--- config.mk ---
export PLATFORM = sky130hd
export DESIGN_NAME = btn_events
export DESIGN_NICKNAME = d
export VERILOG_FILES = /design/src/rtl/btn_pkg.sv /design/src/rtl/btn_edge.sv /design/src/rtl/btn_events.sv
export SDC_FILE = /design/constraint.sdc
export NUM_CORES = 1
export LEC_CHECK = 0
export ABC_AREA = 1
export ABC_CLOCK_PERIOD_IN_PS = 2009
export CAP_MARGIN = 20
export CORE_AREA = 5 5 68 70
export CTS_CLUSTER_SIZE = 40
export DETAILED_ROUTE_END_ITERATION = 8
export DIE_AREA = 0 0 73 75
export GPL_ROUTABILITY_DRIVEN = 0
export PLACE_DENSITY = 0.77
export SLEW_MARGIN = 0
export SYNTH_ARGS = -nofsm -noshare
export SYNTH_HDL_FRONTEND = slang
export SYNTH_SLANG_ARGS = --single-unit
--- constraint.sdc ---
create_clock -name i_clk -period 2.01 [get_ports i_clk]
set_clock_uncertainty 0.05 [all_clocks]
set_input_delay 0.402 -clock i_clk [delete_from_list [all_inputs] [get_ports i_clk]]
set_output_delay 0.402 -clock i_clk [all_outputs]
set_load 0.1 [all_outputs]
--- src/rtl/btn_pkg.sv ---
// rtl/btn_pkg.sv - shared button-event types and tick-ratio helpers
// Purpose: state encoding for the button event FSM and constant helpers that
//          turn clock/event rates into tick counts and counter widths.
// Ports:   none (package).
package btn_pkg;

    typedef enum logic [1:0] {
        ST_IDLE    = 2'd0,
        ST_PRESSED = 2'd1,
        ST_HELD    = 2'd2
    } btn_state_t;

    function automatic int ticks_of(input int clk_hz, input int rate_hz);
        return clk_hz / rate_hz;
    endfunction

    function automatic int max_int(input int a, input int b);
        return (a > b) ? a : b;
    endfunction

    // Counter must be able to hold the larger of the two tick periods.
    function automatic int cnt_width(input int long_ticks, input int repeat_ticks);
        return $clog2(max_int(long_ticks, repeat_ticks) + 1);
    endfunction

endpackage

--- src/rtl/btn_edge.sv ---
// rtl/btn_edge.sv - previous-level register with rise/fall detection
// Purpose: remembers the last sampled button level and flags rising and
//          falling transitions of the current level against it.
// Ports:   i_clk, i_rst_n (async active-low), i_btn level in,
//          o_rise / o_fall combinational edge flags.
module btn_edge (
    input  logic i_clk,
    input  logic i_rst_n,
    input  logic i_btn,
    output logic o_rise,
    output logic o_fall
);

    logic r_last_btn;

    always_ff @(posedge i_clk or negedge i_rst_n) begin
        if (!i_rst_n) begin
            r_last_btn <= 1'b0;
        end else begin
            r_last_btn <= i_btn;
        end
    end

    // Last level resets to 0, so a button already down at reset release
    // shows up as a rise on the first edge.
    assign o_rise = i_btn & ~r_last_btn;
    assign o_fall = ~i_btn & r_last_btn;

endmodule

--- src/rtl/btn_events.sv ---
// rtl/btn_events.sv - debounced button level to UI event pulses
// Purpose: turns a debounced button level into press/release/short/long/
//          repeat pulses, a held level and a wrapping short-click count.
// Ports:   i_clk, i_rst_n (async active-low), i_debbtn (1 = pressed);
//          o_press, o_release, o_short, o_long, o_repeat one-cycle pulses;
//          o_held level while in long hold; o_clicks 8-bit short count.
module btn_events
    import btn_pkg::*;
#(
    parameter int CLOCK_RATE_HZ = 16_000_000,
    parameter int LONG_PRESS_HZ = 2,
    parameter int REPEAT_HZ     = 8
) (
    input  logic       i_clk,
    input  logic       i_rst_n,
    input  logic       i_debbtn,
    output logic       o_press,
    output logic       o_release,
    output logic       o_short,
    output logic       o_long,
    output logic       o_repeat,
    output logic       o_held,
    output logic [7:0] o_clicks
);

    localparam int LONG_TICKS   = ticks_of(CLOCK_RATE_HZ, LONG_PRESS_HZ);
    localparam int REPEAT_TICKS = ticks_of(CLOCK_RATE_HZ, REPEAT_HZ);
    localparam int CNT_MAX      = max_int(LONG_TICKS, REPEAT_TICKS) - 1;
    localparam int CNT_W        = cnt_width(LONG_TICKS, REPEAT_TICKS);

    localparam logic [CNT_W-1:0] CNT_ONE     = CNT_W'(1);
    localparam logic [CNT_W-1:0] LONG_LAST   = CNT_W'(LONG_TICKS - 1);
    localparam logic [CNT_W-1:0] REPEAT_LAST = CNT_W'(REPEAT_TICKS - 1);

    logic w_rise;
    logic w_fall;

    btn_state_t       r_state;
    logic [CNT_W-1:0] r_count;
    logic             r_press;
    logic             r_release;
    logic             r_short;
    logic             r_long;
    logic             r_repeat;
    logic [7:0]       r_clicks;

    btn_edge u_edge (
        .i_clk   (i_clk),
        .i_rst_n (i_rst_n),
        .i_btn   (i_debbtn),
        .o_rise  (w_rise),
        .o_fall  (w_fall)
    );

    // r_count holds the number of edges elapsed since the press edge (E0),
    // so the PRESSED compare against LONG_TICKS-1 fires at E0+LONG_TICKS.
    // In HELD it restarts at 0 and fires every REPEAT_TICKS edges.
    // A fall is tested before any threshold, so release wins ties.
    always_ff @(posedge i_clk or negedge i_rst_n) begin
        if (!i_rst_n) begin
            r_state   <= ST_IDLE;
            r_count   <= '0;
            r_press   <= 1'b0;
            r_release <= 1'b0;
            r_short   <= 1'b0;
            r_long    <= 1'b0;
            r_repeat  <= 1'b0;
            r_clicks  <= 8'd0;
        end else begin
            r_press   <= 1'b0;
            r_release <= 1'b0;
            r_short   <= 1'b0;
            r_long    <= 1'b0;
            r_repeat  <= 1'b0;
            case (r_state)
                ST_IDLE: begin
                    if (w_rise) begin
                        r_state <= ST_PRESSED;
                        r_count <= '0;
                        r_press <= 1'b1;
                    end
                end
                ST_PRESSED: begin
                    if (w_fall) begin
                        r_state   <= ST_IDLE;
                        r_count   <= '0;
                        r_release <= 1'b1;
                        r_short   <= 1'b1;
                        r_clicks  <= r_clicks + 8'd1;
                    end else if (r_count == LONG_LAST) begin
                        r_state <= ST_HELD;
                        r_count <= '0;
                        r_long  <= 1'b1;
                    end else begin
                        r_count <= r_count + CNT_ONE;
                    end
                end
                ST_HELD: begin
                    if (w_fall) begin
                        r_state   <= ST_IDLE;
                        r_count   <= '0;
                        r_release <= 1'b1;
                    end else if (r_count == REPEAT_LAST) begin
                        r_count  <= '0;
                        r_repeat <= 1'b1;
                    end else begin
                        r_count <= r_count + CNT_ONE;
                    end
                end
                default: begin
                    r_state <= ST_IDLE;
                    r_count <= '0;
                end
            endcase
        end
    end

    assign o_press   = r_press;
    assign o_release = r_release;
    assign o_short   = r_short;
    assign o_long    = r_long;
    assign o_repeat  = r_repeat;
    assign o_held    = (r_state == ST_HELD);
    assign o_clicks  = r_clicks;

`ifdef FORMAL
    always_comb begin
        if (i_rst_n) begin
            assert (int'(r_count) <= CNT_MAX);
            assert (!o_short || o_release);
            assert (!(o_long && o_release));
            assert (o_held == (r_state == ST_HELD));
        end
    end
`endif

endmodule
Yosys cells after proc, flatten, opt, wreduce, memory -nomap -nowiden
Cells that the tools add are included.
W data, S select, Z words.
{ "classes": {"n_addsub": 2, "n_mul": 0, "n_div": 0, "n_lt_le_gt_ge": 0, "eq_ne": 7, "shift": 0, "mux": 22, "bitwise": 4, "reduce_logical": 4} }
{ "ops": {"columns": ["cell", "count"], "rows": [
  ["$mux W23", 5],
  ["$pmux W23 S3", 1],
  ["$add A23 B1 Y23 const B", 1],
  ["$eq A23 B21 Y1 const B", 1],
  ["$eq A23 B23 Y1 const B", 1],
  ["$mux W1", 11],
  ["$add A8 B1 Y8 const B", 1],
  ["$mux W2", 4],
  ["$pmux W2 S3", 1],
  ["$ne A2 B1 Y1 const B", 2],
  ["$ne A3 B2 Y1 const B", 1],
  ["$reduce_and A3 Y1", 1],
  ["$and A1 B1 Y1", 2],
  ["$eq A2 B1 Y1 const B", 1],
  ["$eq A2 B2 Y1 const B", 1],
  ["$logic_not A2 Y1", 1],
  ["$not A1 Y1", 2],
  ["$reduce_and A2 Y1", 1],
  ["$reduce_or A2 Y1", 1]
]} }
{ "totals": {"regBits": 39, "latchBits": 0, "mem_bits_rw": 0, "rom_bits": 0, "input_bits": 3, "out_inout_bits": 14, "mem_count": 0} }

Longest topological paths before layout
Gate-level depths: netlist (run 1).
{ "depth": {"word_depth": 4, "ltp_mapped": 13} }

Modules after synthesis
Synthesis (run 1) repeated with hierarchy kept, for this count alone.
{ "unflattened": {"cells_unflattened": 320, "hier_area_um2": 2361.0} }
{ "modules_own_cells": {"columns": ["mod", "n_inst", "cells_per_inst", "area_each_um2", "seq_area_each_um2"], "rows": [
  ["btn_events", 1, 315, 2321.0, 950.9],
  ["btn_edge", 1, 5, 40.0, 25.0]
]} }

Worst setup path before layout (run 1)
Ideal clock, no wire load.
{ "synth_path": {"kind": "flip-flop to flip-flop", "startpoint": "register r_state[0]", "endpoint": "register r_count[9]", "setup_ns": 0.069, "t_arrival_ns": 2.011, "required_time_ns": 1.891, "path_slack_ns": -0.120, "stages_incl_launch_ff": 12, "n_path_buf": 1, "period_less_slack_ns": 2.130, "path_cell_list": "dfrtp_1 -> inv_1 -> ha_1 -> inv_1 -> nor2_1 -> nand2_1 -> nand2_2 -> nand2_4 -> nand2_4 -> inv_6 -> buf_12 -> nor2_2"} }
{ "synth_between": {"elab_chain_cells": 2, "word_cells_on_any_way": 5, "classes_between": "eq/ne: 3; mux: 1; reduce/logical: 1"} }
{ "synth_lines": {"columns": ["element", "line_no", "text"], "rows": [
  ["start: declaration", "btn_events.sv:38", "btn_state_t r_state;"],
  ["start signal: assignment", "btn_events.sv:61", "r_state <= ST_IDLE;"],
  ["start signal: assignment", "btn_events.sv:78", "r_state <= ST_PRESSED;"],
  ["start signal: assignment", "btn_events.sv:85", "r_state <= ST_IDLE;"],
  ["$eq A2 B2 Y1", null, null],
  ["net o_held", "btn_events.sv:22", "output logic o_held,"],
  ["$pmux W23 S3", "btn_events.sv:75", "case (r_state)"],
  ["end signal: assignment", "btn_events.sv:95", "r_count <= r_count + CNT_ONE;"],
  ["end signal: assignment", "btn_events.sv:107", "r_count <= r_count + CNT_ONE;"],
  ["end: declaration", "btn_events.sv:39", "logic [CNT_W-1:0] r_count;"]
]} }
The timed path passes the listed nets, and every way through them passes these cells.
A chain may end at the register's enable or synchronous reset.

Worst setup path in the final report (run 1)
{ "layout_path": {"startpoint": "register r_count[0]", "endpoint": "register r_count[14]"} }
{ "layout_between": {"elab_chain_cells": 4, "word_cells_on_any_way": 8, "classes_between": "add/sub: 1; eq/ne: 2; mux: 5"} }
{ "layout_lines": {"columns": ["element", "line_no"], "rows": [
  ["$add A23 B1 Y23 (tied with other cells)", "btn_events.sv:95, btn_events.sv:107"],
  ["$mux W23 (on tied branches)", "btn_events.sv:103, btn_events.sv:90"],
  ["$mux W23 (on tied branches)", "btn_events.sv:99, btn_events.sv:84"],
  ["$pmux W23 S3 (*)", "btn_events.sv:75"]
]} }
Mark *: on every way between the ends. The rest lies on a longest branch, timed or not.

==> results.md, run 1 <==
- Max stage delay on crit path: 410 ps
- Largest net degree at the start of global routing: 30
- Crit. End Element: flop
- Setup violations, final: 0
- Fmax: 0.5559 GHz
- Largest family of logic cells by synthesized area: simple AND/OR/NAND/NOR gates
- Diodes inserted: 0
- Hold Slack: 70.49 ps
- Status: finished, final reports clean
- CP arrival: 1920 ps
- Mapped Cells: 278
- Number of global-route vias before repair: 1774
- Worst slew pin tran: 619.5 ps
- Worst hold path type: input pin to async pin
- Area share of fa/ha/maj cells after synthesis: 2.841%
- Power density cells: 1081 nW/um2
- Max-Slew Margin vs Limit: 58.70%
- CTS Sinks: 39
- Syn nets: 286
- Die W: 73 um
- Grt met3 use: 2.937%
- Post-cts gate resize count: 0
- M2 GR Usage: 30.98%
- Worst-Skew Late Latency: 290 ps
- Total Wirelength: 4.497 mm
- Register area share after synthesis: 44.32%
- Global-route wire length before repair: 8.052 mm
- Mapped Area: 2202 um2
- Maxcap violations: 0
- Final Cycle Share: 89.49%
- Mux share of post-synthesis cell area: 0%
- Critical Path Most Common Cell: nand2_2
- Post-route DRC: 0
- RSZ-0062 raised after global routing: no
- Simple-Gate Fraction of Synth Area: 34.38%
- Gr ovfl total: 0
- Layout cell share with drive strength beyond 1: 20.20%
- Core Rows: 23
- Initial drt markers: 114
- CP top delay family: simple AND/OR/NAND/NOR gates
- Synth-to-layout area growth: 18.18%
- Setup Fix Bufs, Post-CTS: 0
- Unique masters post-synth: 26
- Post-synthesis register bit count: 39
- Total track usage: 19.01%
- Initial core utilization: 56.27%
- Post-CTS Hold Buffers: 0
- DR vias: 1800
- Global Route met1 Usage: 24.98%
- H-tree Lvls: 2
- Crit-path cells: ha_1 > nand2_2 > inv_2 > nand2_2 > nor2_4 > nand3_1 > nand2_2 > nand2_2 > nand2_4 > nand2_4 > inv_6 > nor2_1
- Worst setup path class: flop to flop
- Post-DP HPWL: 3.497 mm
- Root Driver: clkbuf_8
- Peak supply drop: 0.4869 mV
- Leading post-synthesis cells by cell area: dfrtp_1 44%, nand2_1 10%, nor2_1 7.8%, inv_1 5.3%, nand3_1 5.0%
- Static leakage: 1.220 nW
- Layout fillers: 338
- Critical Path Source Type: flop
- Vias per inst: 5.042
- Max Slew Vio Count: 0
- Min Tclk post-route: 1799 ps
- CTS tree: yes
- Reg2Reg Capture Point: r_count[14]$_DFFE_PN0P_
- Synth area leader: dfrtp_1
- Post-synth top area share: 44.32%
- Top Usage Layer GRT: met2
- DR pass1 iterations: 5
- DP Cell Count: 349
- Nets@finish: 314
- Die ar.: 5475 um2
- Die Height: 75 um
- Top Ports: 17
- XOR/XNOR Fraction of Synth Area: 7.557%
- Critical R2R Launch: r_count[0]$_DFFE_PN0P_
- Total Power: 2.813 mW
- Critical path data required time: 2130 ps
- Placeable Area: 3914 um2
- Fin cells: 357
- Initial antenna violation count: 0
- Fin. Hold Viols: 0
- Clock slew at reported path FFs: 80 ps
- Routed WL per cell: 12.60 um
- ANT nets after route: 0
- Cts bufs inserted: 5
- Synthesized area per cell: 7.921 um2
- Crit-path max FO: 18
- R2r setup slk: 210 ps
- I/O Buffers: 16
- Max Buffers Root-to-Sink: 2
- YS warnings: 0
- R2r worst-path depth: 12
- Compound-Gate Fraction of Synth Area: 2.955%
- Bufs and invs on worst path: 2
- Slowest CP cell: dfrtp_1
[area by class of cell]
class | instances | area, um2 | area share (%)
multi-input cells | 199 | 1054 | 40.48
well taps | 50 | 62.56 | 2.404
flip-flops and latches | 39 | 978.4 | 37.60
repair buffers | 25 | 250.2 | 9.615
inverters | 36 | 140.1 | 5.385
clock buffers | 6 | 82.58 | 3.173
clock inverters | 2 | 35.03 | 1.346
[per-stage QoR]
step	setup WS (ps)	TNS [ps]	utilization, %	cell area (um2)
global route	46.01	0	66.50	2603
finish	211.2	0	66.50	2603
CTS	201.9	0	66.50	2603
detailed placement	-31.26	-31.26	63.49	2485
global placement	52.90	0	63.49	2485
floorplan	173.5	0	-	2207
[per-layer routing]
metal  vias up  share of wire [%]
met5         -                  0
met1       825                 45
met3         9                4.6
li1        924                  -
met4         0                2.2
met2        42                 48
[synth_stat cells]
master,n
nor2_4,2
and3_1,1
nor2_2,12
o21ai_0,7
o21ai_1,1
dfrtp_1,39
xnor2_1,7
buf_2,3
o21bai_1,1
nand2_1,59
nand2_4,3
a21o_1,1
nor2_1,46
inv_6,1
xor2_1,12
inv_2,4
nand4_1,6
buf_12,1
nor4_1,4
o211a_1,1
or3_1,1
inv_1,31
nand2_2,5
nor3_1,3
ha_1,5
nand3_1,22
[cell usage in the layout (no fill, tap or decap), types with 2 or more instances in the layout]
cell type and count:
buf_4 18, inv_1 31, dfrtp_1 37, nor2_1 46, nand2_4 3, nor4_1 4
ha_1 4, buf_12 5, xnor2_1 7, xor2_1 12, nor2_4 2, nand2_2 5
inv_2 4, nor2_2 12, nand2_1 59, o21ai_0 7, dfrtp_2 2, nor3_1 3
nand4_1 6, clkbuf_8 6, nand3_1 22
[where the power goes]
part	switching, mW	leakage [nW]	internal, mW	total (mW)
clock network	0.266	0.0612	0.402	0.668
logic	0.860	0.627	0.338	1.20
registers	0.0828	0.531	0.864	0.947
[sequential cells by signal (all words and copies together) (netlist names)]
register	flops
o_clicks	8
o_long	1
o_press	1
o_release	1
o_repeat	1
o_short	1
r_count	23
r_state	2
u_edge.r_last_btn	1
[worst max-delay path by stage]
stage	startpoint	to	slack, ps	cells after the start
6_report	r_count[0]$_DFFE_PN0P_	r_count[14]$_DFFE_PN0P_	210	12
4_1_cts	r_count[0]$_DFFE_PN0P_	r_count[14]$_DFFE_PN0P_	200	12
5_1_grt	r_count[0]$_DFFE_PN0P_	r_count[14]$_DFFE_PN0P_	50	12
3_3_place_gp	i_debbtn	o_clicks[7]$_DFFE_PN0P_	50	8
2_1_floorplan	o_clicks[2]$_DFFE_PN0P_	o_clicks[7]$_DFFE_PN0P_	170	4
3_5_place_dp	i_debbtn	o_clicks[7]$_DFFE_PN0P_	-30	8
[kinds of logic after synthesis]
| group | Yosys count |
|---|---|
| buffers and inverters | 40 |
| adder cells (fa/ha/maj) | 5 |
| AND/OR/NAND/NOR | 164 |
| AO/OA/AOI/OAI | 11 |
| flip-flops | 39 |
| XOR/XNOR | 19 |
No activity file was read; power rests on OpenSTA's default activity.
==> run 2, diff against run 1 <==
--- a/config.mk
+++ b/config.mk
@@ -7,7 +7,7 @@
 export LEC_CHECK = 0
 export ABC_AREA = 1
 export ABC_CLOCK_PERIOD_IN_PS = 2009
-export CAP_MARGIN = 20
+export CAP_MARGIN = 10
 export CORE_AREA = 5 5 68 70
 export CTS_CLUSTER_SIZE = 40
 export DETAILED_ROUTE_END_ITERATION = 8
==> results of run 2 <==
Same layout as run 1: the final DEF is identical, and so are final timing and power.
==> run 3, diff against run 2 <==
--- a/config.mk
+++ b/config.mk
@@ -8,12 +8,13 @@
 export ABC_AREA = 1
 export ABC_CLOCK_PERIOD_IN_PS = 2009
 export CAP_MARGIN = 10
-export CORE_AREA = 5 5 68 70
+export CORE_AREA = 5 5 66 68
 export CTS_CLUSTER_SIZE = 40
 export DETAILED_ROUTE_END_ITERATION = 8
-export DIE_AREA = 0 0 73 75
+export DIE_AREA = 0 0 71 73
+export DONT_BUFFER_PORTS = 1
 export GPL_ROUTABILITY_DRIVEN = 0
-export PLACE_DENSITY = 0.77
+export PLACE_DENSITY = 0.76
 export SLEW_MARGIN = 0
 export SYNTH_ARGS = -nofsm -noshare
 export SYNTH_HDL_FRONTEND = slang
==> constraint.sdc (replaced) <==
create_clock -name i_clk -period 2.01 [get_ports i_clk]
set_clock_uncertainty 0.05 [all_clocks]
set_input_delay 0.201 -clock i_clk [delete_from_list [all_inputs] [get_ports i_clk]]
set_output_delay 0.201 -clock i_clk [all_outputs]
set_load 0.02 [all_outputs]
==> results.md, run 3 (synthesized netlist as in run 1, its figures left out) <==
- Critical Path Source Type: flop
- Post-DP HPWL: 3.231 mm (-7.6%)
- Hold Slack: 52.25 ps (-18.25 ps)
- Synth-to-layout area growth: 8.750%
- Worst setup path class: flop to flop
- Die ar.: 5183 um2 (-5.3%)
- Top Ports: 17 (unchanged)
- Max FFs per register: 23 (unchanged)
- Fin cells: 336 (-5.9%)
- Clock slew at reported path FFs: 80 ps (about the same)
- Finished Core Util: 63.04% (-3.5 points)
- Min Tclk post-route: 1858 ps (+59.29 ps)
- Status: finished, final reports clean
- Peak supply drop: 0.6519 mV (+34%)
- Initial antenna violation count: 0 (unchanged)
- H-tree Lvls: 2 (unchanged)
- Critical R2R Launch: r_state[0]$_DFFE_PN0P_
- Number of global-route vias before repair: 1746 (-1.6%)
- Root Driver: clkbuf_8
- Most frequent cells in the layout: 59 x nand2_1, 46 x nor2_1, 39 x dfrtp_1, 31 x inv_1, 22 x nand3_1
- Top reg by flops: r_count
- Clock power share: 29.7% (+6.0 points)
- Register share of total power: 43.8% (+10 points)
- Setup violations, final: 0 (unchanged)
- Worst hold path type: input pin to flop
- Layout cell share with drive strength beyond 1: 12.94% (-7.3 points)
- CTS tree: yes
- Vias per inst: 5.152 (+2.2%)
- Internal power: 1.429 mW (-11%)
- Die W: 71 um (-2.7%)
- Global-route wire length before repair: 7.810 mm (-3.0%)
- RSZ-0062 raised after global routing: no
- ANT nets after route: 0 (unchanged)
- CTS Sinks: 39 (unchanged)
- Worst-Skew Late Latency: 290 ps (about the same)
- Die Height: 73 um (-2.7%)
- Switching power: 0.8491 mW (-30%)
- Maxcap violations: 0 (unchanged)
- DP Cell Count: 325 (-6.9%)
- Worst Hold Launch: i_debbtn
- CP Launch Point: r_state[0]$_DFFE_PN0P_
- Max-Slew Margin vs Limit: 71.94% (+13 points)
- Placeable Area: 3799 um2 (-2.9%)
- Final Cycle Share: 92.44% (+2.9 points)
- CP arrival: 2040 ps (+120 ps)
- Logic pwr share: 26.5% (-16 points)
- I/O Buffers: 0 (-16)
- Largest net degree at the start of global routing: 40 (+33%)
- Critical Path Most Common Cell: inv_1
- Setup TNS: 0 ps (unchanged)
- Power density cells: 951.3 nW/um2 (-12%)
- Fin. Hold Viols: 0 (unchanged)
- Crit-path max FO: 18 (unchanged)
- Crit. End Element: flop
- Max Slew Vio Count: 0 (unchanged)
- Cts bufs inserted: 5 (unchanged)
- Initial core utilization: 57.97% (+1.7 points)
- Max stage delay on crit path: 370 ps (-40 ps)
- Gr ovfl total: 0 (unchanged)
- Nets@finish: 293 (-6.7%)
- Crit-path cells: inv_1 > ha_1 > nand2_4 > inv_1 > nor2_1 > nand2_1 > o21ai_1 > o21ai_0 > nor2_2
- Slowest CP cell: dfrtp_1
- DR vias: 1731 (-3.8%)
- Diodes inserted: 0 (unchanged)
- Routed WL per cell: 13.24 um (+5.1%)
- Static leakage: 1.105 nW (-9.4%)
- DR pass1 iterations: 4 (-1)
- Total track usage: 19.44% (+0.44 points)
- Initial drt markers: 100 (-12%)
- Critical path data required time: 2190 ps (+60 ps)
- Setup Fix Bufs, Post-CTS: 0 (unchanged)
- Post-route DRC: 0 (unchanged)
- Total Wirelength: 4.447 mm (-1.1%)
- Switch share: 37.27% (-5.7 points)
- Commonest non-fill, non-tap cell in the layout: nand2_1
- Max Buffers Root-to-Sink: 2 (unchanged)
- Worst slew pin tran: 417.0 ps (-202.4 ps)
- Core Rows: 23 (unchanged)
- Fmax: 0.5382 GHz (-3.2%)
run 3: cell count changes in the layout (fill, tap and decap cells not counted), sizes merged:
cell,previous run,this run
dlygate4sd3,0,2
buf,24,2
clkdlybuf4s50,1,0
run 3: worst max-delay path, delay by kind of cell, from the launching register on:
kind | cells | cell delay [ps]
simple gates | 4 | 620
buf+inv | 2 | 250
fa+ha+maj | 1 | 240
flops | 1 | 370
compound gates | 2 | 250
run 3: stage by stage:
stage          worst slack, ps  cell area, um2  total power [mW]
2_1_floorplan            420.7            2202             1.522
3_3_place_gp             201.1            2237             1.581
3_5_place_dp             172.6            2237             1.595
4_1_cts                  135.7            2395             2.292
5_1_grt                  50.32            2395             2.425
6_report                 151.9            2395             2.278
run 3: cell type report:
| class | instances | area (um2) |
|---|---|---|
| Sequential cell | 39 | 975.9 |
| Clock inverter | 2 | 35.03 |
| Timing Repair Buffer | 4 | 47.55 |
| Tap cell | 50 | 62.56 |
| Fill cell | 338 | 1404 |
| Inverter | 36 | 140.1 |
| Clock buffer | 6 | 82.58 |
| Multi-Input combinational cell | 199 | 1051 |
run 3: power groups by stage:
| stage | logic (mW) | clock network, mW | registers [mW] |
|---|---|---|---|
| after floorplan | 0.528 | 0 | 0.994 |
| after global placement | 0.573 | 0 | 1.01 |
| after detailed placement | 0.581 | 0 | 1.01 |
| after CTS | 0.608 | 0.686 | 0.998 |
| after global routing | 0.676 | 0.736 | 1.01 |
| final | 0.604 | 0.677 | 0.998 |
run 3: layer usage:
metal / GRT usage [%] / routed length, um / vias to the layer above
met4: 5.637 / 53 / 0
li1: - / - / 877
met3: 6.061 / 249 / 6
met5: 0 / 0 / -
met1: 23.93 / 1988 / 799
met2: 32.96 / 2155 / 49
run 3: repair_timing:
action | 4_1_cts | 5_1_grt
gates resized for setup | 0 | 0
endpoints found under the hold margin | 41 | 0
hold buffers | 3 | 0
run 3: path summary, 6_finish.rpt:
check / end / cells past startpoint / slack (ps)
min reg2reg: r_state[0]$_DFFE_PN0P_ / 2 / 480
min in group asynchronous: o_short$_DFF_PN0_ / 2 / 320
max reg2reg: r_count[9]$_DFFE_PN0P_ / 9 / 150
min: o_press$_DFF_PN0_ / 2 / 50
max: r_count[9]$_DFFE_PN0P_ / 9 / 150
max in group asynchronous: r_count[9]$_DFFE_PN0P_ / 2 / 1400
==> patch (flow settings as in run 1) <==
`LONG_PRESS_HZ`: 2 -> 1.
--- a/src/rtl/btn_events.sv
+++ b/src/rtl/btn_events.sv
@@ -9,5 +9,5 @@
 #(
     parameter int CLOCK_RATE_HZ = 16_000_000,
-    parameter int LONG_PRESS_HZ = 2,
+    parameter int LONG_PRESS_HZ = 1,
     parameter int REPEAT_HZ     = 8
 ) (
Check against the original RTL: same outputs for any inputs over 10 cycles, from zero or initial values and one cycle with i_rst_n low; that may be too few to reach the edited logic, so the function may still have changed.
==> patch against run 1 <==
Final area is 5.9% higher; total power is 2.9% higher; largest power group unchanged; wire length is 12% higher; setup slack worse by 0.083 ns; synthesized cell count is 5.8% higher; synthesized area is 4.5% higher; critical endpoint is now r_count[13]; sequential cell count is 1 higher.
==> patch: results (changes against run 1) <==
- Pre-Repair DR Iteration Count: 4 (was 5)
- Fraction of area in clock buffers and inverters: 0.0404 (was 0.0452)
- Outcome: finished, final reports clean (unchanged)
- Global-route wire length before repair: 8830 um (was 8050 um)
- Net count reported at finish: 337 (was 314)
- Fill cell total of the finished layout: 327 (was 338)
- Synth Area in Adders: 0.0272 (was 0.0284)
- Number of flip-flops in the largest register: 24 (was 23)
- Finished Layout Cells: 380 (was 357)
- GRT Total Usage: 0.209 (was 0.190)
- Path class of the lowest-slack min-delay path: flop to flop (was primary input to async pin)
- Number of global-route vias before repair: 1957 (was 1774)
- Number of cells on the worst reg-to-reg path: 9 (was 12)
- Footprint of the multi-input gates: 1130 um^2 (was 1050 um^2)
- Sequential fraction of the synthesis area: 0.435 (was 0.443)
- CP Max Fanout: 16 (was 18)
- Switching Power: 1.28 mW (was 1.21 mW)
- Placed cell area: 2630 um^2 (was 2480 um^2)
- Inverter count of the layout excluding clock inverters: 35 (was 36)
- Critical R2R Capture: r_count[13] (was r_count[14])
- Setup slack on the worst flop-to-flop path: 0.13 ns (was 0.21 ns)
- Total routed wirelength: 5050 um (was 4500 um)
- Fraction of layout instances using a drive strength above 1: 0.191 (was 0.202)
- Buffers, non-clock: 33 (was 25)
- Routed via count divided by cell count: 5.26 (was 5.04)
- Maximum resistive drop on vdd: 0.000371 V (was 0.000487 V)
- Pin count of the biggest net entering global routing: 20 (was 30)
- Number of sinks handled by clock tree synthesis: 40 (was 39)
- Syn nets: 302 (was 286)
- Mapped Avg Cell Area: 7.83 um^2 (was 7.92 um^2)
- Sequential share of cell area: 0.364 (was 0.376)
- Cts-stage hold buffer count: 1 (was 0)
- Arrival @ worst endpoint: 2.00 ns (was 1.92 ns)
- CP peak stage delay: 0.43 ns (was 0.41 ns)
patch: cell count changes in the layout (fill, tap and decap cells not counted), moves of 3 or more:
cell            run 1  this run
a21oi_2             0        10
nor2_2             12         3
a21oi_1             0         7
nand3_1            22        16
buf_4              18        25
nor4_1              4         0
nor3_1              3         7
nand2_1            59        75
o22ai_1             0         3
xnor2_1             7         4
inv_1              31        35
inv_2               4         0
patch: critical path: cells and delay by family (launching register included):
family / cells / cell delay (ns)
simple gates: 6 / 0.77
flops: 1 / 0.43
fa+ha+maj: 1 / 0.26
buf+inv: 1 / 0.15
compound gates: 1 / 0.08
patch: cell families after synthesis:
logic type	Yosys count
AO/OA/AOI/OAI	30
XOR/XNOR	17
adder cells (fa/ha/maj)	5
buffers and inverters	40
flip-flops	40
AND/OR/NAND/NOR	162
patch: routing by layer:
layer / GRT usage / wire (um) / vias to the layer above
met5: 0 / 0 / -
met4: 0.0799 / 125 / 0
met3: 0.0427 / 345 / 16
met2: 0.355 / 2480 / 75
met1: 0.262 / 2100 / 906
li1: - / - / 1000
patch: worst min-delay path by stage:
stage,start,to,slack (ns),cells past startpoint
after global placement,i_rst_n,o_release,0.30,1
after global routing,o_clicks[7],o_clicks[7],0.47,1
after detailed placement,i_rst_n,o_release,0.31,1
after floorplan,i_rst_n,o_clicks[0],0.06,0
after CTS,o_clicks[7],o_clicks[7],0.44,1
final,o_clicks[7],o_clicks[7],0.43,1
patch: per-stage QoR:
| stage | util | worst slack (ns) |
|---|---|---|
| 2_1_floorplan | - | 0.111 |
| 3_3_place_gp | 0.673 | 0.00669 |
| 3_5_place_dp | 0.673 | -0.0401 |
| 4_1_cts | 0.704 | 0.132 |
| 5_1_grt | 0.704 | 0.00186 |
| 6_report | 0.704 | 0.129 |
